$ cat config.mk
export PLATFORM = sky130hd
export DESIGN_NAME = mdio_responder_flat
export DESIGN_NICKNAME = d
export VERILOG_FILES = /design/src/rtl/mdio_responder_if.sv /design/src/rtl/mdio_responder.sv /design/src/flat_wrapper.sv
export SDC_FILE = /design/constraint.sdc
export NUM_CORES = 1
export LEC_CHECK = 0
export BUFFER_PORTS_ARGS = -buffer_cell sky130_fd_sc_hd__buf_2
export CORE_ASPECT_RATIO = 0.7
export CORE_MARGIN = 4
export CORE_UTILIZATION = 61
export CTS_BUF_LIST = sky130_fd_sc_hd__clkbuf_8 sky130_fd_sc_hd__clkbuf_16
export DETAILED_ROUTE_END_ITERATION = 7
export PLACE_DENSITY = 0.87
export REMOVE_ABC_BUFFERS = 1
export SYNTH_ARGS = -nofsm -noshare
export SYNTH_HDL_FRONTEND = slang
export SYNTH_SLANG_ARGS = --single-unit
$ cat constraint.sdc
create_clock -name clk -period 3.13 [get_ports clk]
set_clock_uncertainty 0.2 [all_clocks]
set_input_delay 0.1565 -clock clk [delete_from_list [all_inputs] [get_ports clk]]
set_output_delay 0.1565 -clock clk [all_outputs]
set_load 0.02 [all_outputs]
$ cat src/rtl/mdio_responder_if.sv
// rtl/mdio_responder_if.sv - MDC/MDIO link and register-bank signal bundle for mdio_responder
//
// Purpose: groups the serial management link and the local register-bank
// strobe interface so the responder and its environment share one bundle.
// Ports (signals):
//   mdc          management clock from the initiator
//   mdio_rx      serial data from the initiator
//   mdio_tx      serial data back to the initiator
//   mdio_tx_oe   1 while the responder drives mdio_tx
//   reg_addr     REGAD of the current frame
//   reg_wr_data  write data, valid with reg_wr_stb
//   reg_wr_stb   one-clk write pulse
//   reg_rd_stb   one-clk read request
//   reg_rd_data  read data from the register bank
//   frame_err    one-clk pulse on a malformed frame
// Modports: slave = responder side, master = initiator/register-bank side.
interface mdio_responder_if;
  logic        mdc;
  logic        mdio_rx;
  logic        mdio_tx;
  logic        mdio_tx_oe;
  logic [4:0]  reg_addr;
  logic [15:0] reg_wr_data;
  logic        reg_wr_stb;
  logic        reg_rd_stb;
  logic [15:0] reg_rd_data;
  logic        frame_err;

  modport slave (
    input  mdc, mdio_rx, reg_rd_data,
    output mdio_tx, mdio_tx_oe, reg_addr, reg_wr_data, reg_wr_stb, reg_rd_stb, frame_err
  );

  modport master (
    output mdc, mdio_rx, reg_rd_data,
    input  mdio_tx, mdio_tx_oe, reg_addr, reg_wr_data, reg_wr_stb, reg_rd_stb, frame_err
  );
endinterface

$ cat src/rtl/mdio_responder.sv
// rtl/mdio_responder.sv - Clause-22 MDIO responder decoding frames into register strobes
//
// Purpose: samples the initiator's mdc/mdio in the clk domain, decodes 32-bit
// Clause-22 frames addressed to PHY_ADDR and turns them into single-cycle
// register write/read strobes; on reads drives turnaround and 16 data bits.
// Parameters: PHY_ADDR - responder address (default 5'd1).
// Ports:
//   clk    system clock, all logic on posedge
//   reset  synchronous active-low reset
//   bus    mdio_responder_if.slave (mdc, mdio_rx, mdio_tx, mdio_tx_oe,
//          reg_addr, reg_wr_data, reg_wr_stb, reg_rd_stb, reg_rd_data, frame_err)
// Optional feature: MDIO_PREAMBLE_EN - when defined, 32 consecutive 1 samples
// must precede the ST bits of every frame.
module mdio_responder #(
  parameter logic [4:0] PHY_ADDR = 5'd1
) (
  input logic             clk,
  input logic             reset,
  mdio_responder_if.slave bus
);

  typedef enum logic [3:0] {
    S_IDLE,
    S_ST,
    S_OP,
    S_PHYAD,
    S_REGAD,
    S_TA,
    S_DATA,
    S_IGNORE
`ifdef MDIO_PREAMBLE_EN
    , S_PRE
`endif
  } state_t;

  // mdc_s1/mdc_s2 form the synchronizer; mdc_s3 is the previous synchronized
  // value used for edge detection.
  logic mdc_s1, mdc_s2, mdc_s3;
  logic mdc_rise, mdc_fall;

  state_t      state;
  logic [4:0]  cnt;
  logic        is_read;
  logic [14:0] rx_shift;
  logic [15:0] tx_shift;
  logic        load_pending;
  logic        release_pending;
`ifdef MDIO_PREAMBLE_EN
  logic [5:0]  pre_cnt;
`endif

  always_ff @(posedge clk) begin
    if (!reset) begin
      mdc_s1   <= 1'b0;
      mdc_s2   <= 1'b0;
      mdc_s3   <= 1'b0;
      mdc_rise <= 1'b0;
      mdc_fall <= 1'b0;
    end else begin
      mdc_s1   <= bus.mdc;
      mdc_s2   <= mdc_s1;
      mdc_s3   <= mdc_s2;
      mdc_rise <= mdc_s2 & ~mdc_s3;
      mdc_fall <= ~mdc_s2 & mdc_s3;
    end
  end

  always_ff @(posedge clk) begin
    if (!reset) begin
      state           <= S_IDLE;
      cnt             <= 5'd0;
      is_read         <= 1'b0;
      rx_shift        <= 15'd0;
      tx_shift        <= 16'd0;
      load_pending    <= 1'b0;
      release_pending <= 1'b0;
      bus.mdio_tx     <= 1'b0;
      bus.mdio_tx_oe  <= 1'b0;
      bus.reg_addr    <= 5'd0;
      bus.reg_wr_data <= 16'd0;
      bus.reg_wr_stb  <= 1'b0;
      bus.reg_rd_stb  <= 1'b0;
      bus.frame_err   <= 1'b0;
`ifdef MDIO_PREAMBLE_EN
      pre_cnt         <= 6'd0;
`endif
    end else begin
      bus.reg_wr_stb <= 1'b0;
      bus.reg_rd_stb <= 1'b0;
      bus.frame_err  <= 1'b0;

      // Read data is captured the clk after the read strobe.
      if (load_pending) begin
        tx_shift     <= bus.reg_rd_data;
        load_pending <= 1'b0;
      end

      // Drive side: all changes happen on the synchronized falling edge.
      if (mdc_fall) begin
        if (release_pending) begin
          bus.mdio_tx_oe  <= 1'b0;
          bus.mdio_tx     <= 1'b0;
          release_pending <= 1'b0;
        end else if (state == S_TA && is_read && cnt == 5'd1) begin
          bus.mdio_tx_oe <= 1'b1;
          bus.mdio_tx    <= 1'b0;
        end else if (state == S_DATA && is_read) begin
          bus.mdio_tx_oe <= 1'b1;
          bus.mdio_tx    <= tx_shift[15];
          tx_shift       <= {tx_shift[14:0], 1'b0};
        end
      end

      // Sample side: every field shifts through rx_shift, MSB first.
      if (mdc_rise) begin
        rx_shift <= {rx_shift[13:0], bus.mdio_rx};
        case (state)
          S_IDLE: begin
`ifdef MDIO_PREAMBLE_EN
            if (bus.mdio_rx) begin
              state   <= S_PRE;
              pre_cnt <= 6'd1;
            end
`else
            if (!bus.mdio_rx) begin
              state <= S_ST;
              cnt   <= 5'd0;
            end
`endif
          end
`ifdef MDIO_PREAMBLE_EN
          S_PRE: begin
            if (bus.mdio_rx) begin
              if (pre_cnt != 6'd32) pre_cnt <= pre_cnt + 6'd1;
            end else if (pre_cnt == 6'd32) begin
              state   <= S_ST;
              cnt     <= 5'd0;
              pre_cnt <= 6'd0;
            end else begin
              // Short preamble: silently start counting again.
              state   <= S_IDLE;
              pre_cnt <= 6'd0;
            end
          end
`endif
          S_ST: begin
            if (bus.mdio_rx) begin
              state <= S_OP;
              cnt   <= 5'd0;
            end else begin
              bus.frame_err <= 1'b1;
              state         <= S_IDLE;
            end
          end
          S_OP: begin
            if (cnt == 5'd1) begin
              case ({rx_shift[0], bus.mdio_rx})
                2'b01: begin is_read <= 1'b0; state <= S_PHYAD; cnt <= 5'd0; end
                2'b10: begin is_read <= 1'b1; state <= S_PHYAD; cnt <= 5'd0; end
                default: begin
                  bus.frame_err <= 1'b1;
                  state         <= S_IGNORE;
                  cnt           <= 5'd3;  // index of the last OP bit in the frame
                end
              endcase
            end else begin
              cnt <= cnt + 5'd1;
            end
          end
          S_PHYAD: begin
            if (cnt == 5'd4) begin
              if ({rx_shift[3:0], bus.mdio_rx} == PHY_ADDR) begin
                state <= S_REGAD;
                cnt   <= 5'd0;
              end else begin
                state <= S_IGNORE;
                cnt   <= 5'd8;  // index of the last PHYAD bit in the frame
              end
            end else begin
              cnt <= cnt + 5'd1;
            end
          end
          S_REGAD: begin
            if (cnt == 5'd4) begin
              bus.reg_addr <= {rx_shift[3:0], bus.mdio_rx};
              state        <= S_TA;
              cnt          <= 5'd0;
              if (is_read) begin
                bus.reg_rd_stb <= 1'b1;
                load_pending   <= 1'b1;
              end
            end else begin
              cnt <= cnt + 5'd1;
            end
          end
          S_TA: begin
            if (cnt == 5'd1) begin
              state <= S_DATA;
              cnt   <= 5'd0;
            end else begin
              cnt <= cnt + 5'd1;
            end
          end
          S_DATA: begin
            if (cnt == 5'd15) begin
              state <= S_IDLE;
              cnt   <= 5'd0;
              if (is_read) begin
                // Release happens on the following falling edge, possibly
                // while the next frame is already being decoded.
                release_pending <= 1'b1;
              end else begin
                bus.reg_wr_data <= {rx_shift, bus.mdio_rx};
                bus.reg_wr_stb  <= 1'b1;
              end
            end else begin
              cnt <= cnt + 5'd1;
            end
          end
          S_IGNORE: begin
            if (cnt == 5'd30) begin
              state <= S_IDLE;
              cnt   <= 5'd0;
            end else begin
              cnt <= cnt + 5'd1;
            end
          end
          default: begin
            state <= S_IDLE;
            cnt   <= 5'd0;
          end
        endcase
      end
    end
  end

endmodule

$ cat src/flat_wrapper.sv
// flat-port wrapper written by rule: the top's interface ports become plain ports
module mdio_responder_flat 
#(
  parameter logic [4:0] PHY_ADDR = 5'd1
)
  (clk, reset, bus_mdc, bus_mdio_rx, bus_reg_rd_data, bus_mdio_tx, bus_mdio_tx_oe, bus_reg_addr, bus_reg_wr_data, bus_reg_wr_stb, bus_reg_rd_stb, bus_frame_err);
  mdio_responder_if bus_i ();
  input logic clk;
  input logic reset;
  input wire logic [$bits(bus_i.mdc)-1:0] bus_mdc;
  input wire logic [$bits(bus_i.mdio_rx)-1:0] bus_mdio_rx;
  input wire logic [$bits(bus_i.reg_rd_data)-1:0] bus_reg_rd_data;
  output wire logic [$bits(bus_i.mdio_tx)-1:0] bus_mdio_tx;
  output wire logic [$bits(bus_i.mdio_tx_oe)-1:0] bus_mdio_tx_oe;
  output wire logic [$bits(bus_i.reg_addr)-1:0] bus_reg_addr;
  output wire logic [$bits(bus_i.reg_wr_data)-1:0] bus_reg_wr_data;
  output wire logic [$bits(bus_i.reg_wr_stb)-1:0] bus_reg_wr_stb;
  output wire logic [$bits(bus_i.reg_rd_stb)-1:0] bus_reg_rd_stb;
  output wire logic [$bits(bus_i.frame_err)-1:0] bus_frame_err;
  assign bus_i.mdc = bus_mdc;
  assign bus_i.mdio_rx = bus_mdio_rx;
  assign bus_i.reg_rd_data = bus_reg_rd_data;
  assign bus_mdio_tx = bus_i.mdio_tx;
  assign bus_mdio_tx_oe = bus_i.mdio_tx_oe;
  assign bus_reg_addr = bus_i.reg_addr;
  assign bus_reg_wr_data = bus_i.reg_wr_data;
  assign bus_reg_wr_stb = bus_i.reg_wr_stb;
  assign bus_reg_rd_stb = bus_i.reg_rd_stb;
  assign bus_frame_err = bus_i.frame_err;
  mdio_responder #(.PHY_ADDR(PHY_ADDR)) u_core (.clk(clk), .reset(reset), .bus(bus_i));
endmodule
**After elaboration in Yosys (flattened, before gate mapping)**

Cells that the tools add are included.
Widths: inputs -> output; s select.

- ROM bits: 0
- Input port bits: 20
- Memories: 0
- Output and inout bits: 26
- Flip-flop bits (word level): 73
- Bits in latches: 0
- Memory bits (writable): 0

- Shift operators: 0
- Bitwise gates (word level): 5
- Multipliers: 0
- Reductions and logical operators: 16
- Mux-type cells: 45
- Div/mod/pow operators: 0
- Eq/ne operators: 22
- Add/subtract/negate cells: 1
- $lt $le $gt $ge: 0

Operators with widths:

| cell | number |
|---|---|
| $mux 16 | 5 |
| $mux 5 | 8 |
| $pmux 5 s8 | 1 |
| $mux 4 | 8 |
| $pmux 4 s8 | 1 |
| $eq 4x3->1 const B | 4 |
| $mux 1 | 16 |
| $reduce_and 4->1 | 4 |
| $eq 5x1->1 const B | 2 |
| $eq 4x2->1 const B | 2 |
| $ne 2x1->1 const B | 4 |
| $ne 2x2->1 const B | 4 |
| $reduce_and 8->1 | 1 |
| $mux 2 | 3 |
| $reduce_and 3->1 | 2 |
| $add 5x1->5 const B | 1 |
| $eq 5x3->1 const B | 1 |
| $eq 5x4->1 const B | 1 |
| $eq 5x5->1 const B | 1 |
| $eq 4x1->1 const B | 1 |
| $logic_not 4->1 | 1 |
| $pmux 1 s2 | 2 |
| $reduce_and 2->1 | 2 |
| $logic_and 1x1->1 | 3 |
| 8 further kinds | 11 |

**Depth between registers and ports, before layout**

- Word-level depth: 6
- Mapped depth: 9
- Mapped depth without buffers: 8

**Worst setup path before layout**

No wires, ideal clock.

- Path kind: register -> register
- From: reg u_core.cnt[0]
- To: reg u_core.cnt[2]
- Data arrival time: 1813 ps
- Path slack: 996 ps
- Setup time: 122 ps
- Path buffers: 0
- Cell stages (with the launch flop): 7
- Cells stage by stage: dfxtp_1 -> inv_1 -> ha_1 -> nor4bb_1 -> o22ai_1 -> or3b_4 -> o311a_1

- Word-level cells in the longest chain between the ends: 3

Ends and longest elaborated chain:

| what | RTL line | source |
|---|---|---|
| start, declared | mdio_responder.sv:42 | `logic [4:0] cnt;` |
| start signal, assigned | mdio_responder.sv:167 | `cnt <= cnt + 5'd1;` |
| start signal, assigned | mdio_responder.sv:180 | `cnt <= cnt + 5'd1;` |
| start signal, assigned | mdio_responder.sv:193 | `cnt <= cnt + 5'd1;` |
| $add 5x1->5 (tied with other cells) | -- |  |
| $mux 5 (tied with other cells) | mdio_responder.sv:221 | `if (cnt == 5'd30) begin` |
| $pmux 5 s8 * | mdio_responder.sv:117 | `case (state)` |

Mark *: on every way between the ends. The rest lies on a longest branch, timed or not.
A chain may end at the register's enable or synchronous reset.

**Worst setup path after layout**

- From: reg u_core.cnt[0]
- To: reg u_core.bus.reg_wr_data[7]

- Word-level cells in the longest chain between the ends: 2

Ends and longest elaborated chain:

| what | RTL line | source |
|---|---|---|
| $eq 5x4->1 | mdio_responder.sv:205 | `if (cnt == 5'd15) begin` |
| $reduce_and 4->1 (no line) | -- |  |
| end signal, assigned | mdio_responder.sv:213 | `bus.reg_wr_data <= {rx_shift, bus.mdio_rx};` |
| end, declared | mdio_responder_if.sv:31 | `output mdio_tx, mdio_tx_oe, reg_addr, reg_wr_data, reg_wr_stb, reg_rd_stb, frame_err` |

No other way between the ends.

==> impl_metrics.json <==
{
  "grt_pass1_wl_um": 11300,
  "cts.clk_slew.worst_paths_ns": 0.07,
  "layout.nets": 432,
  "syn_area_per_cell_um2": 9.39,
  "grt_util_all_layers_pct": 21.5,
  "hpwl_um": 4440,
  "period_needed_ns": 2.41,
  "routedLengthMet1_um": 3130,
  "cp_slowest_cell": "nor3_2",
  "critPathMaxStageDelay_ns": 0.43,
  "path_max_fanout": 10,
  "syn_area_um2": 3280,
  "slew_violations": 0,
  "ys.flop_type": "dfxtp_1",
  "grt_pass1_vias": 2491,
  "antenna_found_initial": 0,
  "r2r_start": "u_core.cnt[0]$_SDFFE_PN0P_",
  "critical_path_arrival_ns": 2.48,
  "port_buffers": 45,
  "ff2ff_path_depth": 8,
  "crit_path_end_kind": "flop",
  "vias": 2586,
  "start_util_pct": 62.6,
  "first_pass_iters": 4,
  "hold_viol_final": 0,
  "rr_endpoint": "u_core.bus.reg_wr_data[7]$_SDFFE_PN0P_",
  "met2_wirelength_um": 3080,
  "hold_depth": 4,
  "antenna_left": 0,
  "max_freq_mhz": 415,
  "required_ns": 3.20,
  "ys_warn_count": 0,
  "gp_congestion": 0.895,
  "crit_start": "u_core.cnt[0]$_SDFFE_PN0P_",
  "grt_start_max_net_pins": 42,
  "cp-start-kind": "flop",
  "synth_edf_count": 0,
  "setup_viol": 0,
  "die_x_um": 95.6,
  "placed_cell_area_um2": 3530,
  "detail_route.wl_per_cell_um": 14.0,
  "rsz0062_at_grt": "false",
  "hold_class": "in -> reg",
  "synth-seq-area-share_pct": 44.0,
  "wl_met3_um": 434,
  "hold_path_startpoint": "bus_reg_rd_data[3]",
  "status": "finished clean",
  "tns_ns": 0,
  "relSlewSlack_pct": 40.3,
  "layout-drive-gt1-share_pct": 18.2,
  "async_flop_share_pct": 0,
  "fp.dieH_um": 69.3,
  "fp.coreArea_um2": 5230,
  "die_area_um2": 6630,
  "pin_count": 46,
  "design_area_um2": 3870,
  "row_count": 22,
  "synthCells": 349,
  "drc": 0,
  "cts_tree": "built",
  "cap_violations": 0,
  "cts_buffer_depth": 2,
  "path_class": "reg -> reg",
  "synth_cell_types": 46,
  "area_growth_pct": 18.2,
  "insertion_delay_ns": 0.34,
  "cts_setup_buffers": 0,
  "holdPathEnd": "u_core.tx_shift[3]$_SDFF_PN0_",
  "grt_overflow": 0,
  "irDropWorstVdd_uv": 317,
  "cts_buffers": 9,
  "cts-root-buf": "clkbuf_8",
  "multi_input_area_um2": 1720,
  "dr.first_iter.drc_count": 154,
  "vias_per_cell": 5.40,
  "antennaDiodeCount": 0,
  "p_leak_nw": 1.69,
  "htree_levels": 3,
  "seq_area_um2": 1440,
  "crit_path_cell_trace": "ha_1 > and3_1 > ha_1 > nand2_1 > nor3_2 > buf_4 > nand2_1 > a21boi_0",
  "cts_sinks": 72,
  "r2r_slack_ns": 0.72,
  "p_per_area_nw_per_um2": 423,
  "synth_seq_cells": 72,
  "wl_um": 6720,
  "max_slew.worst_pin.slew_ns": 0.894,
  "fin_crit_sh_pct": 77.0,
  "top_layer_used": "met4",
  "nFillCells": 391
}
## final cells by class
cell class              count  area share, %
clock buffers              11           3.91
repair buffers             66           11.0
clock inverters             4          0.549
multi-input cells         247           44.3
inverters                   7          0.679
flip-flops and latches     72           37.2
well taps                  72           2.33
## report_power, final
part | leakage, nW | internal (mW) | switching, mW
clock network | 0.0924 | 0.321 | 0.321
registers | 0.580 | 0.919 | 0.00505
logic | 1.01 | 0.0401 | 0.0313
## metal layers
metal | vias to the layer above | global-route usage [%]
li1 | 1310 | -
met1 | 1195 | 28.1
met2 | 70 | 33.1
met3 | 11 | 8.13
met4 | 0 | 6.15
met5 | - | 0
## critical path, delay by kind of cell, from the launching register on
kind | cells | cell delay, ns
fa+ha+maj | 2 | 0.45
buf+inv | 1 | 0.26
flops | 1 | 0.42
simple gates | 4 | 0.83
compound gates | 1 | 0.16
## repair_timing
item	CTS	global route
setup endpoints to repair	0	0
resized for setup	0	0
hold buffers	17	0
hold endpoints to repair	18	0
## state kept, by name, summed over array words and instances, names as in the netlist
register                flops
u_core.cnt                  5
u_core.bus.reg_wr_data     16
u_core.bus.mdio_tx          1
u_core.release_pending      1
u_core.bus.reg_addr         5
u_core.tx_shift            16
u_core.mdc_s2               1
u_core.bus.mdio_tx_oe       1
u_core.rx_shift            15
u_core.mdc_rise             1
u_core.state                3
u_core.mdc_s3               1
u_core.is_read              1
u_core.mdc_fall             1
u_core.bus.reg_rd_stb       1
u_core.mdc_s1               1
u_core.bus.reg_wr_stb       1
u_core.bus.frame_err        1
## cell usage after synthesis, types with 2 or more instances
library cell	number	area share, %
and2_1	6	1.1
nor3_2	2	0.61
clkbuf_1	17	1.9
o31ai_1	2	0.46
o21ai_0	8	1.2
nand2_1	61	7.0
nand4b_1	2	0.53
and3b_1	2	0.53
nor2b_1	25	4.8
and3_1	4	0.76
ha_1	9	3.4
a21boi_0	16	3.7
buf_2	3	0.46
nand2b_1	4	0.76
inv_1	7	0.80
buf_1	2	0.23
nor2_1	13	1.5
nand3_1	7	1.1
o211ai_1	3	0.69
nand3b_1	4	0.92
o22ai_1	2	0.38
a21oi_1	2	0.31
dfxtp_1	72	44
nor3_1	2	0.31
mux2i_1	37	11
o211a_1	17	5.2
## worst max-delay path by stage
| stage | end | depth (start not counted) | slack, ns |
|---|---|---|---|
| 6_report | u_core.bus.reg_wr_data[7]$_SDFFE_PN0P_ | 8 | 0.72 |
| 5_1_grt | u_core.bus.reg_wr_data[7]$_SDFFE_PN0P_ | 8 | 0.51 |
| 4_1_cts | u_core.bus.reg_wr_data[7]$_SDFFE_PN0P_ | 8 | 0.69 |
| 3_5_place_dp | u_core.bus.reg_wr_data[7]$_SDFFE_PN0P_ | 8 | 0.75 |
| 3_3_place_gp | u_core.bus.reg_wr_data[4]$_SDFFE_PN0P_ | 8 | 0.89 |
| 2_1_floorplan | u_core.cnt[2]$_SDFFE_PN0P_ | 6 | 1.0 |
## cell families after synthesis
| family | after synthesis | share of synthesized area [%] |
|---|---|---|
| mux | 38 | 11.7 |
| compound gates | 56 | 13.7 |
| buf+inv | 30 | 3.59 |
| simple gates | 142 | 23.1 |
| xor+xnor | 2 | 0.535 |
| fa+ha+maj | 9 | 3.44 |
| flops | 72 | 44.0 |
## placed cells by master, fill, tap and decap left out, types with 2 or more instances in the layout
cell type,count
nand4b_1,2
o31ai_1,2
nand3b_1,4
o21ai_0,8
inv_1,8
nor3_1,2
dlygate4sd3_1,17
buf_4,4
clkbuf_8,11
nor2_1,13
o211ai_1,3
mux2i_1,37
dfxtp_1,72
clkinv_2,2
o211a_1,17
nor2b_1,25
a21oi_1,2
and2_1,6
nand2b_1,4
o22ai_1,2
a21boi_0,16
and3_1,4
nand3_1,7
buf_2,45
and3b_1,2
nand2_1,61
ha_1,9
nor3_2,2
## metrics by stage
step	std cells	hold WS, ns	power, mW	utilization (%)	setup WS, ns
2_1_floorplan	326	0.0757	0.967	-	0.996
3_3_place_gp	447	0.183	0.997	67.5	0.886
3_5_place_dp	447	0.188	0.999	67.5	0.750
4_1_cts	479	0.00840	1.65	74.0	0.690
5_1_grt	479	0.0166	1.71	74.0	0.507
6_report	479	0.0176	1.64	74.0	0.720
Note: power is estimated with default switching activity, not from simulation.
